**config.mk**
```make
export PLATFORM = sky130hd
export DESIGN_NAME = bool_op_unit
export DESIGN_NICKNAME = d
export VERILOG_FILES = /design/src/rtl/bool_op_pkg.sv /design/src/rtl/bool_op_fifo.sv /design/src/rtl/bool_op_unit.sv
export SDC_FILE = /design/constraint.sdc
export NUM_CORES = 1
export LEC_CHECK = 0
export BUFFER_PORTS_ARGS = -buffer_cell sky130_fd_sc_hd__buf_2
export CAP_MARGIN = 10
export CORE_ASPECT_RATIO = 1.5
export CORE_MARGIN = 3
export CORE_UTILIZATION = 51
export CTS_CLUSTER_DIAMETER = 200
export CTS_CLUSTER_SIZE = 20
export DETAILED_ROUTE_END_ITERATION = 8
export PLACE_DENSITY = 0.77
export SKIP_CTS_REPAIR_TIMING = 1
export SYNTH_ARGS = -nofsm -noshare
export SYNTH_HDL_FRONTEND = slang
export SYNTH_SLANG_ARGS = --single-unit
```
**constraint.sdc**
```tcl
create_clock -name clk -period 1.9 [get_ports clk]
set_clock_uncertainty 0.2 [all_clocks]
set_input_delay 0.38 -clock clk [delete_from_list [all_inputs] [get_ports clk]]
set_output_delay 0.38 -clock clk [all_outputs]
set_load 0.02 [all_outputs]
```
**src/rtl/bool_op_pkg.sv**
```systemverilog
// Shared definitions for the bool_op_unit block: operation codes and the
// single-bit boolean function applied across every operand bit.
package bool_op_pkg;

  localparam int OP_W = 3;

  localparam logic [OP_W-1:0] OP_AND    = 3'd0;
  localparam logic [OP_W-1:0] OP_OR     = 3'd1;
  localparam logic [OP_W-1:0] OP_XOR    = 3'd2;
  localparam logic [OP_W-1:0] OP_NAND   = 3'd3;
  localparam logic [OP_W-1:0] OP_NOR    = 3'd4;
  localparam logic [OP_W-1:0] OP_XNOR   = 3'd5;
  localparam logic [OP_W-1:0] OP_PASS_A = 3'd6;
  localparam logic [OP_W-1:0] OP_NOT_A  = 3'd7;

  // Defined per bit so that any WIDTH can reuse it with a simple loop.
  function automatic logic bool_op_f(input logic a, input logic b,
                                     input logic [OP_W-1:0] op);
    logic r;
    case (op)
      OP_AND:    r = a & b;
      OP_OR:     r = a | b;
      OP_XOR:    r = a ^ b;
      OP_NAND:   r = ~(a & b);
      OP_NOR:    r = ~(a | b);
      OP_XNOR:   r = ~(a ^ b);
      OP_PASS_A: r = a;
      OP_NOT_A:  r = ~a;
      default:   r = 1'b0;
    endcase
    return r;
  endfunction

endpackage

```
**src/rtl/bool_op_fifo.sv**
```systemverilog
// Synchronous FIFO with extra-MSB pointers; full/empty derived from
// the pointer MSB comparison. Storage is reset so no X ever reaches rdata.
module bool_op_fifo #(
  parameter int DW    = 9,
  parameter int DEPTH = 2
) (
  input  logic          clk,
  input  logic          rst_n,
  input  logic          push,
  input  logic          pop,
  input  logic [DW-1:0] wdata,
  output logic [DW-1:0] rdata,
  output logic          full,
  output logic          empty
);

  localparam int AW    = $clog2(DEPTH);
  localparam int PTR_W = AW + 1;

  logic [PTR_W-1:0] wr_ptr_q, wr_ptr_d;
  logic [PTR_W-1:0] rd_ptr_q, rd_ptr_d;
  logic [DW-1:0]    mem_q [DEPTH];
  logic             do_push, do_pop;

  assign empty = (wr_ptr_q == rd_ptr_q);
  assign full  = (wr_ptr_q[AW] != rd_ptr_q[AW]) &&
                 (wr_ptr_q[AW-1:0] == rd_ptr_q[AW-1:0]);

  // Guard locally as well, so a careless caller cannot corrupt the pointers.
  assign do_push = push & ~full;
  assign do_pop  = pop  & ~empty;

  always_comb begin
    // NOTE: every always_comb output gets a default first so no latch is inferred.
    wr_ptr_d = wr_ptr_q;
    rd_ptr_d = rd_ptr_q;
    if (do_push) wr_ptr_d = wr_ptr_q + PTR_W'(1);
    if (do_pop)  rd_ptr_d = rd_ptr_q + PTR_W'(1);
  end

  always_ff @(posedge clk or negedge rst_n) begin
    // NOTE: sequential state uses non-blocking assignments only.
    if (!rst_n) begin
      wr_ptr_q <= '0;
      rd_ptr_q <= '0;
    end else begin
      wr_ptr_q <= wr_ptr_d;
      rd_ptr_q <= rd_ptr_d;
    end
  end

  always_ff @(posedge clk or negedge rst_n) begin
    // NOTE: the storage array is reset on purpose; the head must read 0 after reset.
    if (!rst_n) begin
      for (int i = 0; i < DEPTH; i++) mem_q[i] <= '0;
    end else if (do_push) begin
      mem_q[wr_ptr_q[AW-1:0]] <= wdata;
    end
  end

  assign rdata = mem_q[rd_ptr_q[AW-1:0]];

endmodule

```
**src/rtl/bool_op_unit.sv**
```systemverilog
// Registered bitwise logic unit: computes one of eight functions per accepted
// operand pair, queues result plus zero flag, and counts delivered results.
import bool_op_pkg::*;

module bool_op_unit #(
  parameter int WIDTH = 8,
  parameter int DEPTH = 2,
  parameter int CNT_W = 8
) (
  input  logic             clk,
  input  logic             rst_n,
  input  logic             in_valid,
  output logic             in_ready,
  input  logic [WIDTH-1:0] in_a,
  input  logic [WIDTH-1:0] in_b,
  input  logic [OP_W-1:0]  in_op,
  output logic             out_valid,
  input  logic             out_ready,
  output logic [WIDTH-1:0] out_res,
  output logic             out_zero,
  output logic [CNT_W-1:0] res_count
);

  logic [WIDTH-1:0] res_d;
  logic             zero_d;
  logic             push, pop;
  logic             full, empty;
  logic [WIDTH:0]   head;
  logic [CNT_W-1:0] res_count_q, res_count_d;

  always_comb begin
    res_d = '0;
    for (int i = 0; i < WIDTH; i++) res_d[i] = bool_op_f(in_a[i], in_b[i], in_op);
  end

  assign zero_d = ~|res_d;

  // Ready depends only on queue state (and reset), never on out_ready.
  assign in_ready  = rst_n & ~full;
  assign out_valid = ~empty;
  assign push      = in_valid & in_ready;
  assign pop       = out_valid & out_ready;

  bool_op_fifo #(
    .DW    (WIDTH + 1),
    .DEPTH (DEPTH)
  ) u_fifo (
    .clk   (clk),
    .rst_n (rst_n),
    .push  (push),
    .pop   (pop),
    .wdata ({zero_d, res_d}),
    .rdata (head),
    .full  (full),
    .empty (empty)
  );

  assign out_zero = head[WIDTH];
  assign out_res  = head[WIDTH-1:0];

  always_comb begin
    res_count_d = res_count_q;
    if (pop) res_count_d = res_count_q + CNT_W'(1);
  end

  always_ff @(posedge clk or negedge rst_n) begin
    if (!rst_n) res_count_q <= '0;
    else        res_count_q <= res_count_d;
  end

  assign res_count = res_count_q;

endmodule

```
# After elaboration in Yosys (flattened, before gate mapping)
# Cells that the tools add are included.
[word_totals] regBits=30 input_bits=23
[op_classes] n_addsub=3 n_lt_le_gt_ge=3 n_eq_ne=10 mux=14 bitwise_logic=65 n_reduce_logical=5
[op_table] operator="one-hot mux 1 bit (8 select lines)" n=8
[op_table] operator="2-to-1 mux 9 bit" n=4
[op_table] operator="inverter 1 bit" n=34
[op_table] operator="bitwise mux 18 bit" n=1
[op_table] operator="bitwise AND 1 bit" n=13
[op_table] operator="equality test 3 bit (second input constant)" n=4
[op_table] operator="demux 9 bit (select 1 bit)" n=1
[op_table] operator="adder 8 x 1 -> 8 bit (second input constant)" n=1
[op_table] operator="OR 1 bit" n=8
[op_table] operator="OR reduction 8 bit" n=1
[op_table] operator="bitwise XOR 1 bit" n=8
[op_table] operator="equality test 3 x 2 -> 1 bit (second input constant)" n=2
[op_table] operator="adder 2 x 1 -> 2 bit (second input constant)" n=2
[op_table] operator=">= comparator 2 bit (second input constant)" n=2
[op_table] operator="inverter 1 -> 2 bit" n=2
[op_table] operator="equality test 3 x 1 -> 1 bit (second input constant)" n=1
[op_table] operator="logical NOT 3 bit" n=1
[op_table] operator="equality test 2 bit" n=1
[op_table] operator="logical AND 1 bit" n=2
[op_table] operator="< comparator 2 x 1 -> 1 bit (second input constant)" n=1
[op_table] operator="equality test 1 bit" n=1
[op_table] operator="logical NOT 1 bit" n=1
[op_table] operator="!= test 1 bit" n=1

# Logic depth before layout (Yosys ltp)
# Gate-level depths: netlist of run 1.
[depth] word_depth=6 ltp_mapped=9 depth_no_buf=8

# Hierarchy
# From an unflattened synthesis of run 1, not the netlist that was laid out.
[unflattened] hier_cells=229 area_unflattened_um2=2282.2
[modules_own_cells] mod="bool_op_unit" n_inst=1 cells_per_inst=154 area_each_um2=1244.9 seq_area_each_um2=200.2
[modules_own_cells] mod="bool_op_fifo" n_inst=1 cells_per_inst=75 area_each_um2=1037.2 seq_area_each_um2=550.5

# Worst setup path before layout of run 1
# No wires, ideal clock.
[synth_timing] kind="input to register" startpoint="input in_a[6]" endpoint="register u_fifo.mem_q[8] in the netlist's numbering" arrival_ns=1.737 required_time_ns=1.622 setup_slack_ns=-0.116 stages=8 path_buffers=0 path_cell_list="inv_1 ha_1 nor2_1 o311a_1 o32ai_2 and4_1 nand4_1 o21ai_1"
[synth_via] elab_chain_len=6 word_cells_on_any_way=11 classes_between="mux: 2; bitwise: 7; reduce/logical: 2"
[synth_lines] item="start: declaration" line="bool_op_unit.sv:14" source="input logic [WIDTH-1:0] in_a,"
[synth_lines] item="bitwise XOR 1 bit, or another cell as far along" line="bool_op_pkg.sv:23, bool_op_pkg.sv:26"
[synth_lines] item="inverter 1 bit (on tied branches)" line="bool_op_pkg.sv:26, bool_op_pkg.sv:24, bool_op_pkg.sv:25"
[synth_lines] item="one-hot mux 1 bit (8 select lines) (*)" line="bool_op_pkg.sv:20" source="case (op)"
[synth_lines] item="OR reduction 8 bit (*)" line="bool_op_unit.sv:36" source="assign zero_d = ~|res_d;"
[synth_lines] item="logical NOT 1 bit (*)" line="bool_op_unit.sv:36"
[synth_lines] item="bitwise mux 18 bit (*)" line="bool_op_fifo.sv:57" source="mem_q[wr_ptr_q[AW-1:0]] <= wdata;"
[synth_lines] item="end signal: indexed assignment" line="bool_op_fifo.sv:57"
[synth_lines] item="end: declaration" line="bool_op_fifo.sv:22" source="logic [DW-1:0] mem_q [DEPTH];"
# Mark *: on every way between the ends. The rest lies on a longest branch, timed or not.
# A chain may end at the register's enable or synchronous reset.

# Worst setup path in the final report of run 1
[layout_timing] startpoint="register u_fifo.rd_ptr_q[0]" endpoint="output out_res[4]"
[layout_via] elab_chain_len=4
[layout_lines] item="start: declaration" line="bool_op_fifo.sv:21" source="logic [PTR_W-1:0] rd_ptr_q, rd_ptr_d;"
[layout_lines] item="start signal: assignment" line="bool_op_fifo.sv:48" source="rd_ptr_q <= rd_ptr_d;"
[layout_lines] item="inverter 1 -> 2 bit (not written as such)" line="bool_op_fifo.sv:61" source="assign rdata = mem_q[rd_ptr_q[AW-1:0]];"
[layout_lines] item="2-to-1 mux 9 bit (not written as such) (3 in series)" line="bool_op_fifo.sv:61"
[layout_lines] item="end: declaration" line="bool_op_unit.sv:19" source="output logic [WIDTH-1:0] out_res,"
# Every way passes these cells. The select of a mux whose other input is x is not followed.

==> results of run 1 <==
## report_power, final
part / internal, mW / switching, mW
clock network: 0.245 / 0.223
logic: 1.07 / 0.969
registers: 0.918 / 0.222
total: 2.23 / 1.41
## logic make-up (layout without fill, tap and decap cells)
logic type | after synthesis | count (layout) | synth area share
compound gates | 52 | 52 | 0.160
buf+inv | 33 | 117 | 0.0671
mux | 26 | 26 | 0.122
xor+xnor | 14 | 14 | 0.0530
simple gates | 78 | 78 | 0.182
fa+ha+maj | 17 | 17 | 0.0919
flops | 30 | 30 | 0.324
## flip-flops by register name, summed over array words and instances (netlist names)
name             flops
res_count            8
u_fifo.mem_q        18
u_fifo.rd_ptr_q      2
u_fifo.wr_ptr_q      2
## metal layers
| layer | global-route usage | part of all wire |
|---|---|---|
| met5 | 0 | 0 |
| met4 | 0.0769 | 0.014 |
| met3 | 0.0307 | 0.027 |
| met2 | 0.341 | 0.56 |
| met1 | 0.209 | 0.39 |
## worst min path at each step
stage               cells after the start            endpoint  slack, ps     start
floorplan                               0        res_count[0]       -120     rst_n
global placement                        2    u_fifo.mem_q[16]        230     rst_n
detailed placement                      2    u_fifo.mem_q[15]        230     rst_n
CTS                                     2    u_fifo.mem_q[15]        -80     rst_n
global route                            4  u_fifo.wr_ptr_q[0]        280  in_valid
finish                                  4  u_fifo.wr_ptr_q[0]        260  in_valid
## stage by stage
step                      instance area, um2  total power [mW]  hold WS [ps]   util  cells
after floorplan                         2380              2.23          -116      -    250
after global placement                  2890              2.70           233  0.670    369
after detailed placement                2890              2.75           234  0.670    369
after CTS                               2970              3.23         -76.0  0.688    376
after global routing                    3210              3.91           281  0.744    380
final                                   3210              3.65           259  0.744    380
## worst max-delay path, cell delays in order, from the launching register on
cell and delay, ps:
dfrtp_2 440, buf_6 160, mux2_4 310, buf_6 130
## cells in the final DEF, fill, tap and decap left out, types with 9 or more instances in the layout
| cell type | Yosys | layout |
|---|---|---|
| dfrtp_1 | 30 | 28 |
| o21ai_0 | 15 | 15 |
| buf_6 | 2 | 14 |
| nand2_1 | 28 | 28 |
| buf_4 | 2 | 49 |
| ha_1 | 17 | 13 |
| mux2_2 | 18 | 9 |
| inv_1 | 16 | 14 |
| nand2b_1 | 12 | 11 |
| mux2_4 | 0 | 9 |
| buf_2 | 7 | 28 |
## area by class of cell
cell class              instances  area, um2  area share
clock buffers                   5       68.8      0.0214
clock inverters                 2       10.0     0.00312
inverters                      17       81.3      0.0253
multi-input cells             187       1550       0.481
flip-flops and latches         30        753       0.235
well taps                      46       57.6      0.0179
repair buffers                 93        696       0.217
==> impl_metrics.csv, run 1 <==
group,metric,value,unit
floorplanning,dieHeight,88.5,um
floorplanning,core,4320,um2
detailed_routing,wirelength,5130,um
synthesis,syn_area_per_cell,9.25,um2
floorplanning,die_x,61.0,um
synthesis,yosysWarnings,0,
critical_path,startpoint,"u_fifo.rd_ptr_q[0]",
synthesis,synth_seq_cells,30,
placed_design,port_buffers,41,
floorplanning,die-area,5400,um2
finish,layout-drive-gt1-share,0.428,
sta,report.final.setup_viol,2,
detailed_routing,vias,2049,
sta,rsz0062_at_grt,"yes",
synthesis,syn_nets,290,
synthesis,seq_area_frac_synth,0.324,
pwr,cellPowerDensity,1140,nW/um2
critical_path,reg2regPathDepth,5,
cts,clkLatencyLatePin,280,ps
critical_path,crit_path_end,"out_res[4]",
synthesis,synthTopCellsByCount,"dfrtp_1 (30), nand2_1 (28), mux2_2 (18), ha_1 (17), inv_1 (16)",
cts,cts.path.max_buffers,2,
synthesis,netlist_area,2310,um2
synthesis,synthTopCellsByArea,"dfrtp_1 (32%), ha_1 (9.2%), mux2_2 (8.8%)",
cts,cts_made_buffers,5,
floorplanning,floorplan.initialDensity,0.536,
placed_design,place_ws,-344,ps
detailed_routing,first_iter_violations,82,
cts,cts_root_buffer,"clkbuf_8",
sta,layout_min_cycle_time,1900,ps
detailed_routing,wl_per_cell,13.5,um
cts,cts_tree,"built",
outcome,violations,"setup timing",
cts,clock-sinks,30,
sta,fin_crit_sh,1.00,
cts,htreeDepth,2,
job,maxCapViolCount,0,
outcome,status,"complete, but fails checks",
detailed_routing,routed_via_density,5.39,
detailed_routing,antenna_left,0,
sta,slew_viol_final,0,
global_route,antenna_found_initial,0,
global_route,grt_pass1_vias,1870,
min_path,min_path_type,"input pin to flop",
detailed_routing,drc,0,
sta,maxSlewHeadroom,0.760,
floorplanning,ios,42,
placed_design,dpl.hpwl,3670,um
sta,fin_ws,-2.38,ps
finish,fin_nets,374,
floorplanning,num_rows,29,
global_route,grt_max_degree,31,
critical_path,start_kind,"flop",
finish,n_antenna_cell,0,
sta,report.final.hold_viol_count,0,
global_route,grtUsageTotal,0.187,
pwr,leakage,1.58,nW
placed_design,routabilityCongestion,0.780,
cts,path_clk_slew,60,ps
finish,final.fill_count,315,
synthesis,async_flop_share,1.00,
synthesis,synth_cell_type_count,48,
finish,syn_to_final_growth,38.8,%
sta,worst_pin_slew,358,ps
critical_path,cp.arrival,1320,ps
synthesis,yosys.area.top_type,"dfrtp_1",
synthesis,synth_ff_type,"dfrtp_1",
critical_path,critical_path_class,"flop to output pin",
synthesis,synth_edf_count,0,
global_route,grt_pass1_wl,7780,um
critical_path,r2r_end,"u_fifo.mem_q[16]",
critical_path,cp.required,1320,ps
detailed_routing,dr.pass1.iters,4,
pwr,vdd_drop_max,0.449,mV
critical_path,regToRegSetupSlack,30,ps
sta,clock.fmax,0.526,GHz
synthesis,synth_most_common_cell,"dfrtp_1",
critical_path,end_kind,"output pin",
synthesis,synth_top_area_share,0.324,
sta,setup_tns,-4.20,ps
critical_path,crit_fanout,6,
synthesis,synth_cells,250,
global_route,gr-total-overflow,0,
critical_path,rr_startpoint,"u_fifo.wr_ptr_q[0]",
No activity file was read; power rests on OpenSTA's default activity.
==> run 2, diff against run 1 <==
--- a/config.mk
+++ b/config.mk
@@ -5,15 +5,15 @@
 export SDC_FILE = /design/constraint.sdc
 export NUM_CORES = 1
 export LEC_CHECK = 0
-export BUFFER_PORTS_ARGS = -buffer_cell sky130_fd_sc_hd__buf_2
 export CAP_MARGIN = 10
 export CORE_ASPECT_RATIO = 1.5
 export CORE_MARGIN = 3
-export CORE_UTILIZATION = 51
+export CORE_UTILIZATION = 58
 export CTS_CLUSTER_DIAMETER = 200
 export CTS_CLUSTER_SIZE = 20
 export DETAILED_ROUTE_END_ITERATION = 8
-export PLACE_DENSITY = 0.77
+export DONT_BUFFER_PORTS = 1
+export PLACE_DENSITY = 0.76
 export SKIP_CTS_REPAIR_TIMING = 1
 export SYNTH_ARGS = -nofsm -noshare
 export SYNTH_HDL_FRONTEND = slang
==> run 2 against run 1 <==
The run now ends clean. Hold slack got worse by 160 ps. Critical path depth fell by 1. Register-to-register slack improved by 90 ps. Sequential power rose by 4%. Clock power rose by 32%. Power fell by 15%. Critical path type unchanged. Critical endpoint is now out_zero.
==> impl_metrics.csv, run 2 (synthesized netlist as in run 1, its figures left out) <==
group,metric,value,unit
placed_design,routabilityCongestion,0.751,
global_route,grt_pass1_vias,1672,
placed_design,port_buffers,0,
min_path,min_path_type,"input pin to flop",
finish,syn_to_final_growth,11.1,%
cts,path_clk_slew,70,ps
cts,htreeDepth,2,
sta,slew_viol_final,0,
detailed_routing,dr.pass1.iters,4,
sta,maxSlewHeadroom,0.775,
finish,regMostFlops,"u_fifo.mem_q",
cts,cts_made_buffers,5,
floorplanning,num_rows,27,
floorplanning,die_x,57.6,um
pwr,leakage,1.17,nW
finish,final_area,2570,um2
critical_path,regToRegSetupSlack,120,ps
detailed_routing,wl_met2,2170,um
critical_path,crit_path_top_delay_cell,"mux2_2",
critical_path,rr_startpoint,"u_fifo.wr_ptr_q[0]",
critical_path,max_stage_delay,420,ps
finish,final_common_cell,"dfrtp_1",
finish,n_antenna_cell,0,
floorplanning,die-area,4800,um2
detailed_routing,wirelength,4240,um
critical_path,crit_fanout,11,
sta,report.final.setup_viol,0,
global_route,grt_max_degree,42,
detailed_routing,routed_via_density,5.88,
placed_design,placedInstanceArea,2420,um2
detailed_routing,wl_met3,226,um
finish,fin_nets,296,
critical_path,startpoint,"u_fifo.rd_ptr_q[0]",
critical_path,reg2regPathDepth,6,
finish,final_cell_mix,"dfrtp_1 (30), nand2_1 (28), mux2_2 (18), o21ai_0 (15), ha_1 (15)",
critical_path,critical_path_class,"flop to output pin",
floorplanning,ios,42,
job,maxCapViolCount,0,
finish,utilization,0.686,
detailed_routing,first_iter_violations,47,
sta,layout_min_cycle_time,1850,ps
sta,fin_crit_sh,0.974,
cts,clkLatencyLatePin,290,ps
sta,clock.fmax,0.540,GHz
detailed_routing,m1WireLength,1760,um
critical_path,end_kind,"output pin",
detailed_routing,drc,0,
global_route,gr-total-overflow,0,
finish,largest_register_ffs,18,
finish,layout-drive-gt1-share,0.218,
finish,final_cell_count_no_fill,300,
detailed_routing,wl_per_cell,14.1,um
floorplanning,dieHeight,83.4,um
cts,cts.path.max_buffers,2,
critical_path,start_kind,"flop",
detailed_routing,antenna_left,0,
sta,rsz0062_at_grt,"no",
outcome,status,"completed",
sta,timing.hold.ws,97.2,ps
placed_design,dp_cells,290,
critical_path,r2r_end,"u_fifo.mem_q[3]",
detailed_routing,routed.top_layer,"met4",
cts,clock-sinks,30,
floorplanning,core,3750,um2
cts,cts_tree,"built",
critical_path,path_cells,"buf_6, mux2_2",
placed_design,dpl.hpwl,3110,um
sta,setup_tns,0,ps
sta,worst_pin_slew,329,ps
pwr,vdd_drop_max,1.16,mV
critical_path,crit_path_end,"out_zero",
global_route,antenna_found_initial,0,
critical_path,cp.arrival,1270,ps
pwr,cellPowerDensity,1210,nW/um2
sta,report.final.hold_viol_count,0,
floorplanning,floorplan.initialDensity,0.617,
global_route,grtUsageTotal,0.187,
global_route,grt_pass1_wl,7160,um
cts,cts_root_buffer,"clkbuf_8",
detailed_routing,vias,1763,
critical_path,cp.required,1320,ps
## run 2: cell count changes in the layout (fill, tap and decap cells not counted), sizes merged
| cell | change |
|---|---|
| buf | -78 |
| bufinv | +1 |
## run 2: final cells by class
cell class / count / area [um2]
Multi-Input combinational cell: 187 / 1450
Sequential cell: 30 / 751
Inverter: 17 / 81.3
Tap cell: 43 / 53.8
Clock inverter: 3 / 40.0
Fill cell: 308 / 1180
Clock buffer: 5 / 68.8
Timing Repair Buffer: 15 / 131
## run 2: metrics by stage
stage                     power (mW)  worst slack [ps]
final                           3.11              49.2
after global routing            3.31              3.41
after CTS                       3.11              14.2
after detailed placement        2.48              -211
after global placement          2.44              -154
after floorplan                 2.23             -52.1
## run 2: worst min path at each step
| stage | startpoint | end | slack (ps) | cells after the start |
|---|---|---|---|---|
| floorplan | rst_n | res_count[0] | -120 | 0 |
| global route | in_valid | u_fifo.wr_ptr_q[0] | 110 | 3 |
| finish | in_valid | u_fifo.wr_ptr_q[0] | 100 | 3 |
| CTS | rst_n | u_fifo.wr_ptr_q[1] | -420 | 0 |
| detailed placement | rst_n | u_fifo.mem_q[14] | -110 | 0 |
| global placement | rst_n | u_fifo.mem_q[7] | -110 | 0 |
## run 2: routing by layer
layer / track usage / vias to the layer above
met2: 0.314 / 36
met5: 0 / -
met1: 0.210 / 841
met3: 0.0591 / 7
met4: 0.0823 / 0
li1: - / 879
## run 2: where the power goes
| group | internal [mW] | total [mW] | switching, mW |
|---|---|---|---|
| clock network | 0.385 | 0.617 | 0.232 |
| logic | 0.611 | 1.29 | 0.684 |
| registers | 0.911 | 1.19 | 0.283 |
## run 2: critical path, delay by kind of cell (launching register included)
family,cells,cell delay [ps]
mux,1,420
buf+inv,1,180
flops,1,380
==> run 3, diff against run 2 <==
--- a/config.mk
+++ b/config.mk
@@ -8,7 +8,7 @@
 export CAP_MARGIN = 10
 export CORE_ASPECT_RATIO = 1.5
 export CORE_MARGIN = 3
-export CORE_UTILIZATION = 58
+export CORE_UTILIZATION = 60
 export CTS_CLUSTER_DIAMETER = 200
 export CTS_CLUSTER_SIZE = 20
 export DETAILED_ROUTE_END_ITERATION = 8
==> constraint.sdc (replaced) <==
create_clock -name clk -period 2.1 [get_ports clk]
set_clock_uncertainty 0.2 [all_clocks]
set_input_delay 0.42 -clock clk [delete_from_list [all_inputs] [get_ports clk]]
set_output_delay 0.42 -clock clk [all_outputs]
set_load 0.02 [all_outputs]
==> run 3 against run 2 <==
Clock-buffer cell count is 3 higher. Via count down 1.2%. Non-clock buffer count is 1 lower. Highest routed layer unchanged. Critical path type unchanged. Largest power group unchanged.
==> impl_metrics.csv, run 3 (synthesized netlist as in run 1, its figures left out) <==
group,metric,value,unit
critical_path,crit_path_top_delay_cell,"mux2_2",
min_path,whs_endpoint,"u_fifo.wr_ptr_q[0]",
finish,n_antenna_cell,0,
finish,multi_input_area,1410,um2
finish,fin_nets,295,
global_route,grt_pass1_vias,1635,
critical_path,path_buf_inv,1,
finish,regMostFlops,"u_fifo.mem_q",
critical_path,reg2regPathDepth,5,
floorplanning,floorplan.initialDensity,0.628,
cts,clkLatencyLatePin,280,ps
critical_path,path_cells,"buf_4, mux2_2",
finish,layout-drive-gt1-share,0.191,
sta,clock.fmax,0.529,GHz
finish,final_common_cell,"dfrtp_1",
sta,report.final.hold_viol_count,0,
finish,syn_to_final_growth,8.33,%
global_route,grtUsageTotal,0.192,
sta,layout_min_cycle_time,1890,ps
placed_design,place_ws,-55.8,ps
floorplanning,die-area,4650,um2
critical_path,max_stage_delay,420,ps
cts,cts_root_buffer,"clkbuf_8",
outcome,status,"completed",
detailed_routing,dr.pass1.iters,4,
sta,slew_viol_final,0,
sta,fin_ws,209,ps
sta,report.final.setup_viol,0,
finish,final_cell_mix,"dfrtp_1 (30), nand2_1 (28), mux2_2 (18), ha_1 (17), inv_1 (16)",
sta,maxSlewHeadroom,0.760,
sta,rsz0062_at_grt,"no",
finish,utilization,0.681,
floorplanning,die_x,56.7,um
critical_path,cp.arrival,1270,ps
detailed_routing,vias,1741,
critical_path,rr_startpoint,"u_fifo.wr_ptr_q[0]",
placed_design,port_buffers,0,
pwr,cellPowerDensity,1100,nW/um2
detailed_routing,antenna_left,0,
floorplanning,ios,42,
min_path,min_path_type,"input pin to flop",
placed_design,routabilityCongestion,0.732,
detailed_routing,wl_per_cell,14.0,um
pwr,leakage,1.16,nW
finish,register_area,751,um2
critical_path,regToRegSetupSlack,220,ps
min_path,hp-start,"in_valid",
sta,fin_crit_sh,0.901,
cts,htreeDepth,2,
sta,worst_pin_slew,359,ps
cts,cts_made_buffers,5,
global_route,antenna_found_initial,0,
detailed_routing,routed_via_density,5.82,
detailed_routing,first_iter_violations,36,
finish,largest_register_ffs,18,
floorplanning,core,3680,um2
detailed_routing,wirelength,4180,um
job,maxCapViolCount,0,
placed_design,dpl.hpwl,2970,um
cts,clock-sinks,30,
critical_path,crit_fanout,11,
cts,cts.path.max_buffers,2,
global_route,grt_max_degree,42,
pwr,p_total,2.75,mW
critical_path,start_kind,"flop",
critical_path,critical_path_class,"flop to output pin",
critical_path,r2r_end,"u_fifo.mem_q[14]",
floorplanning,dieHeight,82.1,um
pwr,vdd_drop_max,0.779,mV
cts,path_clk_slew,60,ps
critical_path,critical_path.top_delay_family,"multiplexers",
detailed_routing,drc,0,
critical_path,cp.required,1480,ps
finish,final.fill_count,304,
cts,cts_tree,"built",
global_route,gr-total-overflow,0,
critical_path,end_kind,"output pin",
min_path,min_delay_path_depth,3,
global_route,grt_pass1_wl,6990,um
floorplanning,num_rows,27,
run 3: cell types whose count changed in the layout (fill, tap and decap cells not counted), sizes merged:
cell	previous run	this run
clkbuf	5	8
buf	14	13
bufinv	1	0
clkinv	2	0
run 3: worst max path at each step:
| stage | slack, ps | start | cells past startpoint | endpoint |
|---|---|---|---|---|
| after floorplan | 40 | in_a[6] | 8 | u_fifo.mem_q[8] |
| after global placement | 6 | in_a[6] | 8 | u_fifo.mem_q[17] |
| after detailed placement | -60 | in_a[6] | 8 | u_fifo.mem_q[8] |
| after CTS | 190 | u_fifo.rd_ptr_q[0] | 2 | out_res[2] |
| after global routing | 90 | u_fifo.wr_ptr_q[0] | 5 | u_fifo.mem_q[14] |
| final | 210 | u_fifo.rd_ptr_q[0] | 2 | out_res[3] |
run 3: power by group:
group	internal, mW	switching [mW]
combinational	0.523	0.612
sequential	0.825	0.248
clock	0.330	0.208
run 3: area by class of cell:
cell class,count,area share
clock buffer,8,0.0439
inverter,17,0.0255
multi-input combinational,187,0.562
sequential,30,0.300
tap,43,0.0215
timing repair buffer,14,0.0479
run 3: through the flow:
stage	std cells	hold WS (ps)	instance area, um2	setup TNS (ps)
finish	299	120	2510	0
global route	299	140	2510	0
CTS	297	-384	2480	0
detailed placement	289	-74.5	2370	-94.2
global placement	289	-74.8	2370	0
floorplan	250	-75.6	2310	0
run 3: routing by layer:
metal | global-route usage | share of wire | up-vias
li1 | - | - | 881
met1 | 0.215 | 0.44 | 816
met2 | 0.326 | 0.49 | 37
met3 | 0.0660 | 0.048 | 7
met4 | 0.0926 | 0.022 | 0
met5 | 0 | 0 | -
run 3: worst min-delay path, delay by kind of cell:
| kind | cells | cell delay [ps] |
|---|---|---|
| simple gates | 3 | 150 |
